<file path="config.mk">
export PLATFORM = sky130hd
export DESIGN_NAME = display_mux_scheduler
export DESIGN_NICKNAME = d
export VERILOG_FILES = /design/src/rtl/display_mux_scheduler.sv
export SDC_FILE = /design/constraint.sdc
export NUM_CORES = 1
export LEC_CHECK = 0
export ABC_AREA = 1
export BUFFER_PORTS_ARGS = -buffer_cell sky130_fd_sc_hd__buf_4
export CELL_PAD_IN_SITES_DETAIL_PLACEMENT = 0
export CELL_PAD_IN_SITES_GLOBAL_PLACEMENT = 1
export CORE_MARGIN = 2
export CORE_UTILIZATION = 25
export CTS_CLUSTER_DIAMETER = 40
export DETAILED_ROUTE_END_ITERATION = 16
export PLACE_DENSITY = 0.63
export SLEW_MARGIN = 20
export SYNTH_ARGS = -nofsm -noshare
export SYNTH_HDL_FRONTEND = slang
export SYNTH_SLANG_ARGS = --single-unit
</file>
<file path="constraint.sdc">
create_clock -name clk -period 1.9 [get_ports clk]
set_clock_uncertainty 0.05 [all_clocks]
set_input_delay 0.38 -clock clk [delete_from_list [all_inputs] [get_ports clk]]
set_output_delay 0.38 -clock clk [all_outputs]
set_load 0.03 [all_outputs]
</file>
<file path="src/rtl/display_mux_scheduler.sv">
// display_mux_scheduler
//   Time-multiplexes NDIG BCD digits onto one shared 7-segment decoder and a
//   common-anode display. Each digit slot is TICK_DIV cycles: BLANK_CYC cycles
//   with every anode off (anti-ghosting), then the digit is lit. The BCD word,
//   decimal points and the leading-zero flag are snapshotted once per frame,
//   at entry to the digit-0 slot, so a frame never mixes old and new data.
//
// Ports
//   clk         system clock
//   reset       asynchronous active-low reset
//   en          1 = scan, 0 = all digits off and scheduler idle
//   lz_blank    1 = suppress leading zeros
//   bcd_in      digit i at [4i+3:4i], digit 0 least significant
//   dp_in       decimal point per digit, active-high
//   bcd_out     BCD of the current digit, to the decoder
//   dp_out      decimal point of the current digit, active-high
//   an          anodes, active-low, at most one bit low
//   digit_idx   index of the current slot
//   frame_start one-cycle pulse on the first cycle of the digit-0 slot
module display_mux_scheduler #(
    parameter int NDIG      = 4,
    parameter int TICK_DIV  = 50000,
    parameter int BLANK_CYC = 500,
    localparam int IW = $clog2(NDIG),
    localparam int CW = $clog2(TICK_DIV)
) (
    input  logic              clk,
    input  logic              reset,
    input  logic              en,
    input  logic              lz_blank,
    input  logic [4*NDIG-1:0] bcd_in,
    input  logic [NDIG-1:0]   dp_in,
    output logic [3:0]        bcd_out,
    output logic              dp_out,
    output logic [NDIG-1:0]   an,
    output logic [IW-1:0]     digit_idx,
    output logic              frame_start
);

    localparam logic [1:0] S_IDLE  = 2'd0;
    localparam logic [1:0] S_BLANK = 2'd1;
    localparam logic [1:0] S_SHOW  = 2'd2;

    localparam logic [CW-1:0] CNT_LAST  = CW'(TICK_DIV - 1);
    localparam logic [CW-1:0] BLANK_END = CW'(BLANK_CYC - 1);
    localparam logic [IW-1:0] IDX_LAST  = IW'(NDIG - 1);

    logic [1:0]        state_q, state_d;
    logic [CW-1:0]     cnt_q, cnt_d;
    logic [IW-1:0]     idx_q, idx_d;
    logic [4*NDIG-1:0] snap_bcd_q, snap_bcd_d;
    logic [NDIG-1:0]   snap_dp_q, snap_dp_d;
    logic              snap_lz_q, snap_lz_d;
    logic              take;

    logic [3:0]        bcd_out_q, bcd_out_d;
    logic              dp_out_q, dp_out_d;
    logic [NDIG-1:0]   an_q, an_d;
    logic              fs_q;

    logic [NDIG-1:0]   supp;
    logic              zero_above;
    logic              active, lit;

    // Slot sequencing; the counter spans BLANK+SHOW of one slot.
    always_comb begin
        state_d = state_q;
        cnt_d   = cnt_q;
        idx_d   = idx_q;
        take    = 1'b0;
        if (!en) begin
            state_d = S_IDLE;
            cnt_d   = '0;
            idx_d   = '0;
        end else begin
            case (state_q)
                S_IDLE: begin
                    state_d = S_BLANK;
                    cnt_d   = '0;
                    idx_d   = '0;
                    take    = 1'b1;
                end
                S_BLANK: begin
                    cnt_d = cnt_q + CW'(1);
                    if (cnt_q == BLANK_END) state_d = S_SHOW;
                end
                S_SHOW: begin
                    if (cnt_q == CNT_LAST) begin
                        cnt_d   = '0;
                        state_d = S_BLANK;
                        idx_d   = (idx_q == IDX_LAST) ? '0 : idx_q + IW'(1);
                        take    = (idx_q == IDX_LAST);
                    end else begin
                        cnt_d = cnt_q + CW'(1);
                    end
                end
                default: begin
                    state_d = S_IDLE;
                    cnt_d   = '0;
                    idx_d   = '0;
                end
            endcase
        end
    end

    assign snap_bcd_d = take ? bcd_in   : snap_bcd_q;
    assign snap_dp_d  = take ? dp_in    : snap_dp_q;
    assign snap_lz_d  = take ? lz_blank : snap_lz_q;

    // Digit k is suppressed when it and all higher digits are zero; digit 0
    // always shows. Codes 10..15 count as nonzero.
    always_comb begin
        supp       = '0;
        zero_above = 1'b1;
        for (int k = NDIG - 1; k >= 1; k--) begin
            zero_above = zero_above & (snap_bcd_d[4*k +: 4] == 4'd0);
            supp[k]    = snap_lz_d & zero_above;
        end
    end

    // Outputs are computed from next state so the registered values line up
    // with the slot they belong to; bcd/dp change at BLANK entry, ahead of the
    // anode going low.
    always_comb begin
        active    = (state_d != S_IDLE);
        lit       = (state_d == S_SHOW) && !supp[idx_d];
        bcd_out_d = active ? snap_bcd_d[4*idx_d +: 4] : 4'd0;
        dp_out_d  = active & snap_dp_d[idx_d] & ~supp[idx_d];
        an_d      = lit ? ~(NDIG'(1) << idx_d) : '1;
    end

    always_ff @(posedge clk or negedge reset) begin
        if (!reset) begin
            state_q    <= S_IDLE;
            cnt_q      <= '0;
            idx_q      <= '0;
            snap_bcd_q <= '0;
            snap_dp_q  <= '0;
            snap_lz_q  <= 1'b0;
            bcd_out_q  <= 4'd0;
            dp_out_q   <= 1'b0;
            an_q       <= '1;
            fs_q       <= 1'b0;
        end else begin
            state_q    <= state_d;
            cnt_q      <= cnt_d;
            idx_q      <= idx_d;
            snap_bcd_q <= snap_bcd_d;
            snap_dp_q  <= snap_dp_d;
            snap_lz_q  <= snap_lz_d;
            bcd_out_q  <= bcd_out_d;
            dp_out_q   <= dp_out_d;
            an_q       <= an_d;
            fs_q       <= take;
        end
    end

    assign bcd_out     = bcd_out_q;
    assign dp_out      = dp_out_q;
    assign an          = an_q;
    assign digit_idx   = idx_q;
    assign frame_start = fs_q;

endmodule

</file>
Word-level counts from Yosys, hierarchy flattened
Cells that the tools add are included.
Storage, ports and cells
  register bits after elaboration: 51
  output and inout port bits: 12
Cells by class
  multiplexer cells: 23
  add/subtract/negate cells: 2
  $lt $le $gt $ge: 1
  equality and inequality tests: 6
  reductions and logical operators: 7
  bitwise operators: 9
  shift operators: 2
Operator list (count)
  $mux 16: 3
  $pmux 16 s2: 1
  $add 16x1->16 const B: 1
  $eq 16x16->1 const B: 1
  $eq 16x9->1 const B: 1
  $shiftx 16x5->4: 1
  $logic_not 4->1: 3
  $mux 2: 6
  $mux 4: 3
  $and 1x1->1: 7
  $eq 2x2->1 const B: 3
  $pmux 2 s3: 1
  $mux 1: 5
  $bmux 1 s2: 2
  $not 4->4: 1
  $pmux 2 s2: 1
  $shl 1x2->4 const A: 1
  $lt 2x3->1 const B: 1
  $add 2x1->2 const B: 1
  $eq 2x1->1 const B: 1
  $logic_not 2->1: 1
  $pmux 1 s2: 1
  $reduce_bool 2->1: 1
  $logic_and 1x1->1: 1
  other kinds (2): 2

Logic depth before layout (Yosys ltp)
  word-level depth: 14
  depth in mapped cells: 17
  gate-level depth less buffers: 16

Worst setup path before layout
OpenSTA, ideal clock, no wires.
  kind: register to register
  start: reg idx_q[0], in the netlist digit_idx[0]
  end: reg an_q[0], in the netlist an[0]
  cell stages (with the launch flop): 14
  path buffers: 0
  data arrival time: 1.865 ns
  path slack: -0.079 ns
  setup time: 0.064 ns
  path through: dfrtp_1 > ha_1 > or2_2 > nand3_1 > nand2_1 > nand2_1 > nand2_1 > clkinv_2 > nand2_1 > nor2_1 > nand3_1 > nand2_1 > nand2_2 > nand3_1
Between the ends
  elaborated cells on any way between the ends: 26
  those cells by class: add/sub (1); eq/ne (1); shift (1); mux (12); bitwise (6); reduce/logical (5)
RTL lines
  start: declaration: line 50  | logic [IW-1:0] idx_q, idx_d;
  start signal: assignment: line 147  | idx_q <= idx_d;
  $add 2x1->2 or $eq 2x2->1 (tied branches): line 91  | idx_d = (idx_q == IDX_LAST) ? '0 : idx_q + IW'(1);
  $mux 2: line 91
  $mux 2: line 88  | if (cnt_q == CNT_LAST) begin
  $pmux 2 s2 *: line 76  | case (state_q)
  $mux 2 *: line 71  | if (!en) begin
  via idx_d[0]: line 50
  $bmux 1 s2: line 126  | lit = (state_d == S_SHOW) && !supp[idx_d];
  $mux 1 (implied by the code): line 126
  $logic_not 1->1: line 126
  $logic_and 1x1->1: line 126
  $mux 4 *: line 129  | an_d = lit ? ~(NDIG'(1) << idx_d) : '1;
  via an_d[0]: line 58  | logic [NDIG-1:0] an_q, an_d;
  end signal: assignment: line 153  | an_q <= an_d;
  end: declaration: line 58
Mark *: on every way through the listed nets, which the timed path passes. The rest lies on a longest branch. The select of a mux whose other input is x is not followed.

Worst setup path in the final report
  start: reg cnt_q[0]
  end: reg an_q[2], in the netlist an[2]
Between the ends
  cells in the longest elaborated chain, start to end: 14
  elaborated cells on any way between the ends: 30
  those cells by class: eq/ne (3); shift (1); mux (15); bitwise (6); reduce/logical (5)
Ends and longest elaborated chain
  start: declaration: line 49  | logic [CW-1:0] cnt_q, cnt_d;
  start signal: assignment: line 146  | cnt_q <= cnt_d;
  $eq 16x16->1: line 88
  $mux 1: line 88
  $pmux 1 s2: line 76
  $mux 1: line 71
  $mux 16: line 106  | assign snap_bcd_d = take ? bcd_in : snap_bcd_q;
  $logic_not 4->1: line 116  | zero_above = zero_above & (snap_bcd_d[4*k +: 4] == 4'd0);
  $and 1x1->1 (2 in series): line 116
  $and 1x1->1: line 117  | supp[k] = snap_lz_d & zero_above;
  $bmux 1 s2: line 126
  $mux 1 (implied by the code): line 126
  $logic_not 1->1: line 126
  $logic_and 1x1->1: line 126
  $mux 4 *: line 129
  via an_d[2]: line 58
Marks and branches as above.

==> impl_metrics.toml <==
[timing]
rsz0062_at_grt = "true"
worst_slack_ns = -0.100
tightest_slew_ns = 0.390
drv_slew = 0
hold_viol_final = 0
max-slew-margin-rel_pct = 74.0
post-route-min-period_ns = 2.00
period_share_pct = 105
finalSetupViolations = 6
max_freq_ghz = 0.500

[worst_setup_path]
critPathArrivalTime_ns = 2.22
crit_type = "reg -> reg"
required_ns = 2.12
end_kind = "flop"
cp-start-kind = "flop"
crit_fanout = 8

[status]
status = "finished, violations left"
violations = "setup timing"

[finish]
nets = 482
mostFrequentLayoutCell = "nand2_1"
antenna_cells = 0
syn_to_final_growth_pct = 50.4
drive_above_1_share_pct = 40.4
final_cell_mix = "nand2_1 (98), buf_4 (96), dfrtp_1 (45)"

[floorplan]
fp.coreArea_sq_um = 10300
die-area_sq_um = 11500
start_util_pct = 25.7
ios = 36
dieWidth_um = 107
rows = 37
fp.dieH_um = 107

[clocking]
root_buffer = "clkbuf_8"
clk_latency_ns = 0.32
numCtsBuffers = 5
clkTransAtPathRegs_ns = 0.11
tritoncts = "done"
h-tree-depth = 2
clockBufferDepth = 2
clock-sinks = 51

[synth]
netlist_instances = 345
ys_warn_count = 0
synth_seq_cells = 51
yosysSeqAreaShare_pct = 48.3
synth_fp_nets = 375
post_synth_num_cell_types = 33
synth_area_sq_um = 2650
post_synth.cell_area_avg_sq_um = 7.69

[route]
drt_wl_total_um = 6850
wl_met3_um = 192
drc = 0
vias = 2406
avgRoutedWirePerCell_um = 11.6
ant_nets = 0
firstDrtPassIters = 4
vias_per_cell = 4.08
wl_met1_um = 3490
drtIter0Drc = 81
top_layer = "met4"
met2_wirelength_um = 3080

[pwr]
finalPower_mw = 2.37
p_per_area_nw_per_um2 = 593
vdd_ir_drop_max_uv = 254
p_leak_nw = 2.05

[grt]
grt_overflow = 0
antenna_found_initial = 0
grt_use_total_pct = 12.3
grt_start_max_net_pins = 28
grt_pass1_vias = 2256
grt_pass1_wl_um = 11100

[place]
dp_hpwl_um = 4990
place.gp.congestion = 0.775
io_buffers = 35
preCtsSetupSlack_ns = -0.262

[worst_hold_path]
holdCritPathClass = "in -> reg"

[flow_run]
maxCapViolations = 0
-- kinds of logic after synthesis --
kind of cell	Yosys count	share of synthesized area [%]
adder cells (fa/ha/maj)	6	2.83
AND/OR/NAND/NOR	200	32.7
flip-flops	51	48.3
XOR/XNOR	6	1.98
buffers and inverters	60	9.67
AO/OA/AOI/OAI	22	4.53
-- layer usage --
| metal | global-route usage, % | vias up |
|---|---|---|
| met4 | 3.90 | 0 |
| met2 | 18.2 | 32 |
| met1 | 18.1 | 1093 |
| met3 | 2.31 | 5 |
| li1 | - | 1276 |
| met5 | 0 | - |
-- metrics by stage --
| stage | utilization (%) | instances | setup TNS (ns) | hold WS [ns] | area, sq um |
|---|---|---|---|---|---|
| global placement | 34.3 | 572 | -1.70 | 0.278 | 3540 |
| global route | 38.6 | 589 | -1.85 | 0.217 | 3990 |
| floorplan | - | 345 | 0 | 0.0344 | 2680 |
| finish | 38.6 | 589 | -0.490 | 0.231 | 3990 |
| CTS | 36.0 | 583 | -0.629 | 0.221 | 3710 |
| detailed placement | 34.3 | 572 | -1.74 | 0.281 | 3540 |
-- cell type report --
type	count	area, sq um
well taps	136	170
fillers	1040	6330
repair buffers	106	850
multi-input cells	235	1390
inverters	53	206
clock buffers	5	68.8
flip-flops and latches	51	1280
clock inverters	3	26.3
-- power breakdown --
group          internal (mW)  switching [mW]  total, mW
clock network          0.272           0.413      0.685
registers               1.16          0.0237       1.18
logic                  0.225           0.273      0.498
-- Yosys cell counts (all sizes together) --
cell type | instances | share of area, %
a211oi | 1 | 0.28
a21oi | 7 | 1.3
a31oi | 2 | 0.47
and2 | 1 | 0.24
buf | 5 | 1.8
clkbuf | 2 | 0.28
clkinv | 1 | 0.19
dfrtp | 47 | 44
dfstp | 4 | 4.0
ha | 6 | 2.8
inv | 52 | 7.4
nand2 | 121 | 18
nand3 | 20 | 4.2
nand3b | 6 | 1.7
nand4 | 4 | 0.94
nor2 | 39 | 5.9
nor3 | 6 | 1.3
nor3b | 1 | 0.28
nor4 | 1 | 0.24
o21ai | 8 | 1.5
o22ai | 4 | 0.94
or2 | 1 | 0.24
xnor2 | 3 | 0.99
xor2 | 3 | 0.99
-- worst max-delay path, cell delays in order, from the launching register on --
cell	delay, ns
dfrtp_1	0.40
ha_4	0.16
nand3_4	0.08
nor2_4	0.10
nand3_2	0.10
nand2_4	0.12
buf_12	0.12
nand2_8	0.08
o21ai_2	0.17
nand3_2	0.12
nor3_4	0.26
nand2_4	0.09
nand3_1	0.07
-- state kept, by name, indices dropped and copies added, names as in the netlist --
register and flops:
digit_idx 2, snap_bcd_q 16, bcd_out 4, frame_start 1
snap_dp_q 4, an 4, snap_lz_q 1, state_q 2
cnt_q 16, dp_out 1
-- worst paths after layout --
| kind | slack [ns] | depth (start not counted) | end | from |
|---|---|---|---|---|
| min | 0.23 | 3 | snap_bcd_q[3] | bcd_in[3] |
| min in group asynchronous | 0.47 | 2 | cnt_q[4] | reset |
| max | -0.10 | 12 | an[2] | cnt_q[0] |
| max reg2reg | -0.10 | 12 | an[2] | cnt_q[0] |
| min reg2reg | 0.44 | 2 | snap_bcd_q[3] | snap_bcd_q[3] |
| max in group asynchronous | 0.79 | 3 | an[0] | reset |
-- what timing repair did --
action,CTS,global route
endpoints found under the hold margin,24,0
hold buffers,1,0
gates cloned,0,1
endpoints found under the setup margin,10,21
pin swaps,1,11
setup buffers,2,5
gates resized for setup,20,53
(Power assumes the default switching activity.)
